==> src/rtl/imem_arbiter_pkg.sv <==
// Shared types and helpers for the instruction-memory access arbiter.
// Holds the outstanding-read state, the grant source and the address legality check.
package imem_arbiter_pkg;

  typedef enum logic [1:0] {
    IDLE     = 2'd0,
    RD_PEND  = 2'd1,
    ERR_PEND = 2'd2
  } rd_state_e;

  typedef enum logic [1:0] {
    GNT_NONE  = 2'd0,
    GNT_LOAD  = 2'd1,
    GNT_FETCH = 2'd2
  } grant_src_e;

  function automatic logic addr_legal(input logic [31:0] addr, input int unsigned mem_size);
    return (addr[1:0] == 2'b00) && (addr < mem_size);
  endfunction

endpackage

==> src/rtl/imem_grant_logic.sv <==
// Loader-priority grant decision with a starvation bound that forces one fetch grant
// after max_load_burst consecutive loader grants while a fetch is waiting.
module imem_grant_logic
  import imem_arbiter_pkg::*;
#(
  parameter int max_load_burst = 4
) (
  input  logic       clk,
  input  logic       reset_n,
  input  logic       fetch_req,
  input  logic       load_req,
  output logic       fetch_grant,
  output logic       load_grant,
  output grant_src_e gnt_src
);

  localparam int CW = $clog2(max_load_burst + 1);
  localparam logic [CW-1:0] BURST_MAX = CW'(max_load_burst);

  logic [CW-1:0] burst_cnt_q, burst_cnt_d;

  always_comb begin
    gnt_src     = GNT_NONE;
    burst_cnt_d = burst_cnt_q;
    // Grants are masked while reset is asserted so every output reads zero.
    if (reset_n) begin
      if (load_req && ((burst_cnt_q < BURST_MAX) || !fetch_req)) begin
        gnt_src = GNT_LOAD;
      end else if (fetch_req) begin
        gnt_src = GNT_FETCH;
      end
    end
    if (!fetch_req || (gnt_src == GNT_FETCH)) begin
      burst_cnt_d = '0;
    end else if ((gnt_src == GNT_LOAD) && (burst_cnt_q < BURST_MAX)) begin
      burst_cnt_d = burst_cnt_q + 1'b1;
    end
  end

  always_ff @(posedge clk or negedge reset_n) begin
    if (!reset_n) begin
      burst_cnt_q <= '0;
    end else begin
      burst_cnt_q <= burst_cnt_d;
    end
  end

  assign load_grant  = (gnt_src == GNT_LOAD);
  assign fetch_grant = (gnt_src == GNT_FETCH);

endmodule

==> src/rtl/imem_access_arbiter.sv <==
// Shares the single-port instruction memory between core fetch (read) and the program
// loader (write); drives the memory directly and returns fetch data one cycle after grant.
module imem_access_arbiter
  import imem_arbiter_pkg::*;
#(
  parameter int memory_size         = 1024,
  parameter int memory_address_bits = $clog2(memory_size),
  parameter int max_load_burst      = 4
) (
  input  logic                           clk,
  input  logic                           reset_n,
  input  logic                           fetch_req,
  input  logic [31:0]                    fetch_pc,
  output logic                           fetch_grant,
  output logic                           fetch_valid,
  output logic [31:0]                    fetch_instr,
  output logic                           fetch_error,
  input  logic                           load_req,
  input  logic [31:0]                    load_addr,
  input  logic [31:0]                    load_data,
  output logic                           load_grant,
  output logic                           load_error,
  output logic                           mem_write_enable,
  output logic                           mem_read_enable,
  output logic [memory_address_bits-3:0] mem_address,
  output logic [31:0]                    mem_input_data,
  input  logic [31:0]                    mem_output_data
);

  localparam int AW = memory_address_bits - 2;

  grant_src_e    gnt_src;
  rd_state_e     rd_state_q, rd_state_d;
  logic          load_err_q, load_err_d;
  logic [AW-1:0] mem_address_q, mem_address_d;
  logic          fetch_legal, load_legal;

  imem_grant_logic #(
    .max_load_burst(max_load_burst)
  ) u_grant (
    .clk        (clk),
    .reset_n    (reset_n),
    .fetch_req  (fetch_req),
    .load_req   (load_req),
    .fetch_grant(fetch_grant),
    .load_grant (load_grant),
    .gnt_src    (gnt_src)
  );

  assign fetch_legal = addr_legal(fetch_pc, memory_size);
  assign load_legal  = addr_legal(load_addr, memory_size);

  always_comb begin
    mem_write_enable = 1'b0;
    mem_read_enable  = 1'b0;
    mem_address      = mem_address_q;
    mem_input_data   = '0;
    rd_state_d       = IDLE;
    load_err_d       = 1'b0;
    // Illegal grants complete the handshake but never touch the memory.
    case (gnt_src)
      GNT_LOAD: begin
        load_err_d = !load_legal;
        if (load_legal) begin
          mem_write_enable = 1'b1;
          mem_address      = load_addr[memory_address_bits-1:2];
          mem_input_data   = load_data;
        end
      end
      GNT_FETCH: begin
        rd_state_d = fetch_legal ? RD_PEND : ERR_PEND;
        if (fetch_legal) begin
          mem_read_enable = 1'b1;
          mem_address     = fetch_pc[memory_address_bits-1:2];
        end
      end
      default: ;
    endcase
    mem_address_d = mem_address;
  end

  always_ff @(posedge clk or negedge reset_n) begin
    if (!reset_n) begin
      rd_state_q    <= IDLE;
      load_err_q    <= 1'b0;
      mem_address_q <= '0;
    end else begin
      rd_state_q    <= rd_state_d;
      load_err_q    <= load_err_d;
      mem_address_q <= mem_address_d;
    end
  end

  assign fetch_valid = (rd_state_q != IDLE);
  assign fetch_error = (rd_state_q == ERR_PEND);
  assign fetch_instr = (rd_state_q == RD_PEND) ? mem_output_data : '0;
  assign load_error  = load_err_q;

endmodule
==> config.mk <==
export PLATFORM = sky130hd
export DESIGN_NAME = imem_access_arbiter
export DESIGN_NICKNAME = d
export VERILOG_FILES = /design/src/rtl/imem_arbiter_pkg.sv /design/src/rtl/imem_grant_logic.sv /design/src/rtl/imem_access_arbiter.sv
export SDC_FILE = /design/constraint.sdc
export NUM_CORES = 1
export LEC_CHECK = 0
export ABC_CLOCK_PERIOD_IN_PS = 2700
export CORE_MARGIN = 4
export CORE_UTILIZATION = 23
export DETAILED_ROUTE_END_ITERATION = 12
export GPL_TIMING_DRIVEN = 0
export PLACE_DENSITY = 0.88
export SETUP_SLACK_MARGIN = 0.4
export SYNTH_ARGS = -nofsm -noshare
export SYNTH_HDL_FRONTEND = slang
export SYNTH_HIERARCHICAL = 1
export SYNTH_SLANG_ARGS = --single-unit
==> constraint.sdc <==
create_clock -name clk -period 2.7 [get_ports clk]
set_input_delay 0.405 -clock clk [delete_from_list [all_inputs] [get_ports clk]]
set_output_delay 0.405 -clock clk [all_outputs]
set_load 0.1 [all_outputs]
-- Word-level counts from Yosys, hierarchy flattened
Index checks and enable logic that the tools add are counted.
- register bits after elaboration: 14
- input bits: 132
- output and inout bits: 79
- word-level logic and storage cells: 42
- add/sub/neg operators: 1
- order comparisons: 3
- equal/unequal tests: 4
- mux-type cells: 18
- reductions and logical operators: 12
- operators with widths (kind ; number):
    $mux 32 ; 3
    $lt 32x11->1 const B ; 2
    $mux 8 ; 2
    $pmux 8 s2 ; 1
    $mux 2 ; 5
    $mux 3 ; 2
    $mux 1 ; 5
    $eq 2x1->1 const B ; 2
    $eq 2x2->1 const B ; 2
    $logic_and 1x1->1 ; 4
    $logic_not 2->1 ; 2
    $reduce_bool 2->1 ; 2
    $add 3x1->3 const B ; 1
    $lt 3x3->1 const B ; 1
    $logic_not 1->1 ; 2
    $logic_or 1x1->1 ; 2

-- Longest topological paths before layout
- depth after elaboration: 9
- mapped depth: 8
- mapped depth without buffers: 8

-- Hierarchy
The synthesis kept the hierarchy.
- by module, submodules not included (module ; times used ; cells an instance ; area an instance (um2) ; sequential area each (um2)):
    imem_access_arbiter ; 1 ; 159 ; 1181.1 ; 275.3
    imem_grant_logic ; 1 ; 20 ; 191.4 ; 75.1

-- Least setup slack after synthesis
No wires, ideal clock.
- path kind: input to output
- from: input load_req
- to: output mem_address[0]
- data arrival time: 3.098 ns
- setup slack: -0.803 ns
- stages: 7
- cell sequence: nand2_1 > a21oi_1 > inv_1 > ha_1 > nor3_2 > a22oi_1 > o221ai_1
- word-level cells in the longest chain between the ends: 5
- elaborated cells on any way between the ends: 6
- classes of those cells: eq/ne (2); mux (3); reduce/logical (1)
- ends and longest elaborated chain (item ; RTL line ; RTL):
    start, declared ; imem_access_arbiter.sv:18 ; input logic load_req,
    $logic_and 1x1->1 (*) ; imem_grant_logic.sv:27 ; if (load_req && ((burst_cnt_q < BURST_MAX) || !fetch_req)) begin
    $mux 2 (*) ; imem_grant_logic.sv:27 ;
    $mux 2 (*) ; imem_grant_logic.sv:26 ; if (reset_n) begin
    net gnt_src[0] ; imem_access_arbiter.sv:32 ; grant_src_e gnt_src;
    $eq 2x2->1 / $eq 2x1->1 (equally long branches) ; imem_access_arbiter.sv:61 ; case (gnt_src)
    $pmux 8 s2 (*) ; imem_access_arbiter.sv:61 ;
    end, declared ; imem_access_arbiter.sv:25 ; output logic [memory_address_bits-3:0] mem_address,
The timed path passes the listed nets; every way through them passes the cells marked *.

-- Final worst setup path
- from: register u_grant.burst_cnt_q[2]
- to: output mem_address[6]
- word-level cells in the longest chain between the ends: 7
- elaborated cells on any way between the ends: 8
- classes of those cells: order compare (1); eq/ne (2); mux (3); reduce/logical (2)
- ends and longest elaborated chain (item ; RTL line ; RTL):
    start, declared ; imem_grant_logic.sv:20 ; logic [CW-1:0] burst_cnt_q, burst_cnt_d;
    start signal, assigned ; imem_grant_logic.sv:44 ; burst_cnt_q <= burst_cnt_d;
    $lt 3x3->1 (*) ; imem_grant_logic.sv:27 ;
    $logic_or 1x1->1 (*) ; imem_grant_logic.sv:27 ;
    $logic_and 1x1->1 (*) ; imem_grant_logic.sv:27 ;
    $mux 2 (*) ; imem_grant_logic.sv:27 ;
    $mux 2 (*) ; imem_grant_logic.sv:26 ;
    net gnt_src[1] ; imem_access_arbiter.sv:32 ;
    $eq 2x2->1 / $eq 2x1->1 (equally long branches) ; imem_access_arbiter.sv:61 ;
    $pmux 8 s2 (*) ; imem_access_arbiter.sv:61 ;
Marked as above.

==> impl_metrics.csv <==
group,metric,value,unit
status,outcome,"complete, no violations",
cts,path_clk_slew,60,ps
floorplan,core-area,0.00564,mm2
layout,utilization,80.9,%
floorplan,die-area,0.00727,mm2
worst_hold_path,min_from,"fetch_req",
logic_synthesis,synthArstFlopShare,100,%
cts,cts_buffers,3,
layout,nNetsFinal,552,
timing,worstMarginPinSlew,994,ps
floorplan,start_util,24.3,%
worst_setup_path,path_class,"reg -> out",
floorplan,fp.dieW,85.3,um
logic_synthesis,synthCells,179,
routing,vias_per_cell,4.98,
timing,rsz0062_at_grt,"yes",
job,maxCapViolCount,0,
cts,cts.sinks,14,
place,port-buffer-count,210,
cts,htree_levels,1,
routing,drtIter0Drc,118,
floorplan,fp.dieH,85.3,um
worst_hold_path,hp-class,"in -> reg",
timing,hold_viol,0,
logic_synthesis,seq_area_frac_synth,25.5,%
logic_synthesis,yosysTopAreaCell,"dfrtp_1",
worst_setup_path,reg2reg_from,"u_grant/burst_cnt_q[2]",
logic_synthesis,synth-edff-count,0,
cts,cts.path.max_buffers,2,
logic_synthesis,synth_nets,314,
global_routing,grt_pass1_wl,13300,um
worst_setup_path,critPathLaunch,"u_grant/burst_cnt_q[2]",
logic_synthesis,yosysMostFrequentCell,"and3_1",
logic_synthesis,ys_ff_latch,14,
timing,min_period,2570,ps
logic_synthesis,syn_avg_cell_area,7.67,um2
routing,drcViolationCount,0,
power_and_ir_drop,p_per_area,261,mW/mm2
layout,fill_cells,343,
worst_setup_path,worstSetupEndpointType,"primary output",
timing,fin_crit_sh,95.1,%
timing,fin_setup_tns,0,ps
worst_setup_path,worstPathArrival,2160,ps
logic_synthesis,ys_types,34,
place,gp_congestion,0.802,
layout,area_delta_synth_final,233,%
routing,wire_per_inst,20.4,um
power_and_ir_drop,irDropWorstVdd,0.383,mV
logic_synthesis,synth_flop_cell,"dfrtp_1",
timing,skew,3.50,ps
place,dp_hpwl,6850,um
global_routing,grt_pass1_vias,2504,
logic_synthesis,syn-cell-area,0.00137,mm2
routing,vias,2426,
timing,report.final.setup_viol,0,
routing,routed_wirelength,9930,um
timing,report.final.slew_viol_count,0,
floorplan,num_rows,27,
logic_synthesis,yosysWarnings,6,
timing,relSlewSlack,33.5,%
layout,n_antenna_cell,0,
logic_synthesis,synth_top_area_share,25.5,%
global_routing,grt_antenna_before_repair,0,
logic_synthesis,post_synth_main_area_contributors,"dfrtp_1 (26%), and3_1 (15%), and2_1 (15%), nor4_1 (5.0%), o221ai_1 (4.5%)",
cts,insertion_delay,240,ps
worst_setup_path,cp_max_fo,6,
worst_setup_path,start_kind,"flip-flop",
cts,cts_tree,"yes",
layout,drive_gt1_share,50.6,%
timing,fmax,390,MHz
global_routing,grt_max_degree,15,
worst_setup_path,required,2300,ps
floorplan,top_level_ports,211,
routing,drtPass1Iterations,4,
routing,ant_nets,0,
global_routing,grt_usage,23.1,%
logic_synthesis,ys_top_cells_by_count,"and3_1 (33), and2_1 (32), dfrtp_1 (14)",
power_and_ir_drop,p_leak,1.93,nW
cts,cts-root-buf,"clkbuf_8",
global_routing,overflow,0,
[worst paths after layout]
| kind | end | slack, ps | cells after the start |
|---|---|---|---|
| setup / recovery | mem_address[6] | 130 | 8 |
| hold / removal | u_grant/burst_cnt_q[0] | 460 | 2 |
| setup reg to reg | mem_address_q[6] | 840 | 7 |
| hold reg to reg | u_grant/burst_cnt_q[1] | 580 | 2 |
| max in group asynchronous | u_grant/burst_cnt_q[2] | 1430 | 2 |
| min in group asynchronous | mem_address_q[2] | 770 | 2 |
[stage by stage]
step | hold slack, ps | power (W) | setup slack [ps] | instance area (um2) | cells
floorplan | 109 | 0.000641 | 151 | 1570 | 179
detailed placement | 569 | 0.000919 | -2160 | 3760 | 461
global placement | 541 | 0.000905 | -2070 | 3760 | 461
finish | 459 | 0.00119 | 134 | 4570 | 487
global route | 454 | 0.00124 | 42.4 | 4570 | 487
CTS | 445 | 0.00117 | 201 | 4370 | 482
[flip-flops by register name, indices dropped and copies added, names as in the netlist]
signal / cells
load_error: 1
mem_address_q: 8
rd_state_q: 2
u_grant/burst_cnt_q: 3
[critical path, cell delays in order (launching register included)]
cell      delay, ps
dfrtp_2         440
inv_2            80
a21oi_2          60
buf_4           140
ha_4            310
nor3_1           80
a222oi_1        480
nand3_4         130
buf_8           190
[what timing repair did]
action / CTS / global route
setup buffers: 12 / 4
hold endpoints to repair: 14 / 0
endpoints found under the setup margin: 89 / 71
pin swaps: 39 / 16
gates cloned: 5 / 1
gates resized for setup: 631 / 107
hold buffers: 1 / 0
[final cells by class]
class	instances	area, um2	area share, %
repair buffers	231	2470	54.1
multi-input cells	145	1480	32.4
flip-flops and latches	14	352	7.70
well taps	72	90.1	1.97
plain buffers	10	82.6	1.81
inverters	12	50.0	1.10
clock buffers	3	41.3	0.904
[per-layer routing]
| metal | global-route usage, % | share of wire [%] | vias to the layer above |
|---|---|---|---|
| li1 | - | - | 1130 |
| met1 | 23.5 | 33 | 1144 |
| met2 | 46.8 | 57 | 142 |
| met3 | 5.24 | 8.4 | 10 |
| met4 | 5.04 | 1.7 | 0 |
| met5 | 0 | 0 | - |
[cell families after synthesis]
| group | synth area share, % |
|---|---|
| AO/OA/AOI/OAI | 14.1 |
| buffers and inverters | 6.84 |
| AND/OR/NAND/NOR | 50.8 |
| adder cells (fa/ha/maj) | 2.74 |
| flip-flops | 25.5 |
[layout by cell type (no fill, tap or decap), types with 7 or more instances in the layout]
master / synthesis / final
buf_4: 0 / 15
clkbuf_4: 0 / 8
clkdlybuf4s50_1: 0 / 83
and3_4: 0 / 27
buf_6: 1 / 9
buf_12: 0 / 39
dfrtp_1: 14 / 13
dlygate4sd2_1: 0 / 28
a22oi_2: 0 / 7
o221ai_4: 0 / 7
buf_2: 0 / 36
inv_1: 11 / 9
and2_1: 32 / 32
nor4_2: 1 / 7
[power by group]
part / internal (W) / switching, W / leakage (nW)
Combinational: 0.000358 / 0.000402 / 1.72
Sequential: 0.000239 / 0.0000205 / 0.188
Clock: 0.0000986 / 0.0000739 / 0.0216
Total: 0.000696 / 0.000496 / 1.93
Power figures use the tool's default switching activity.
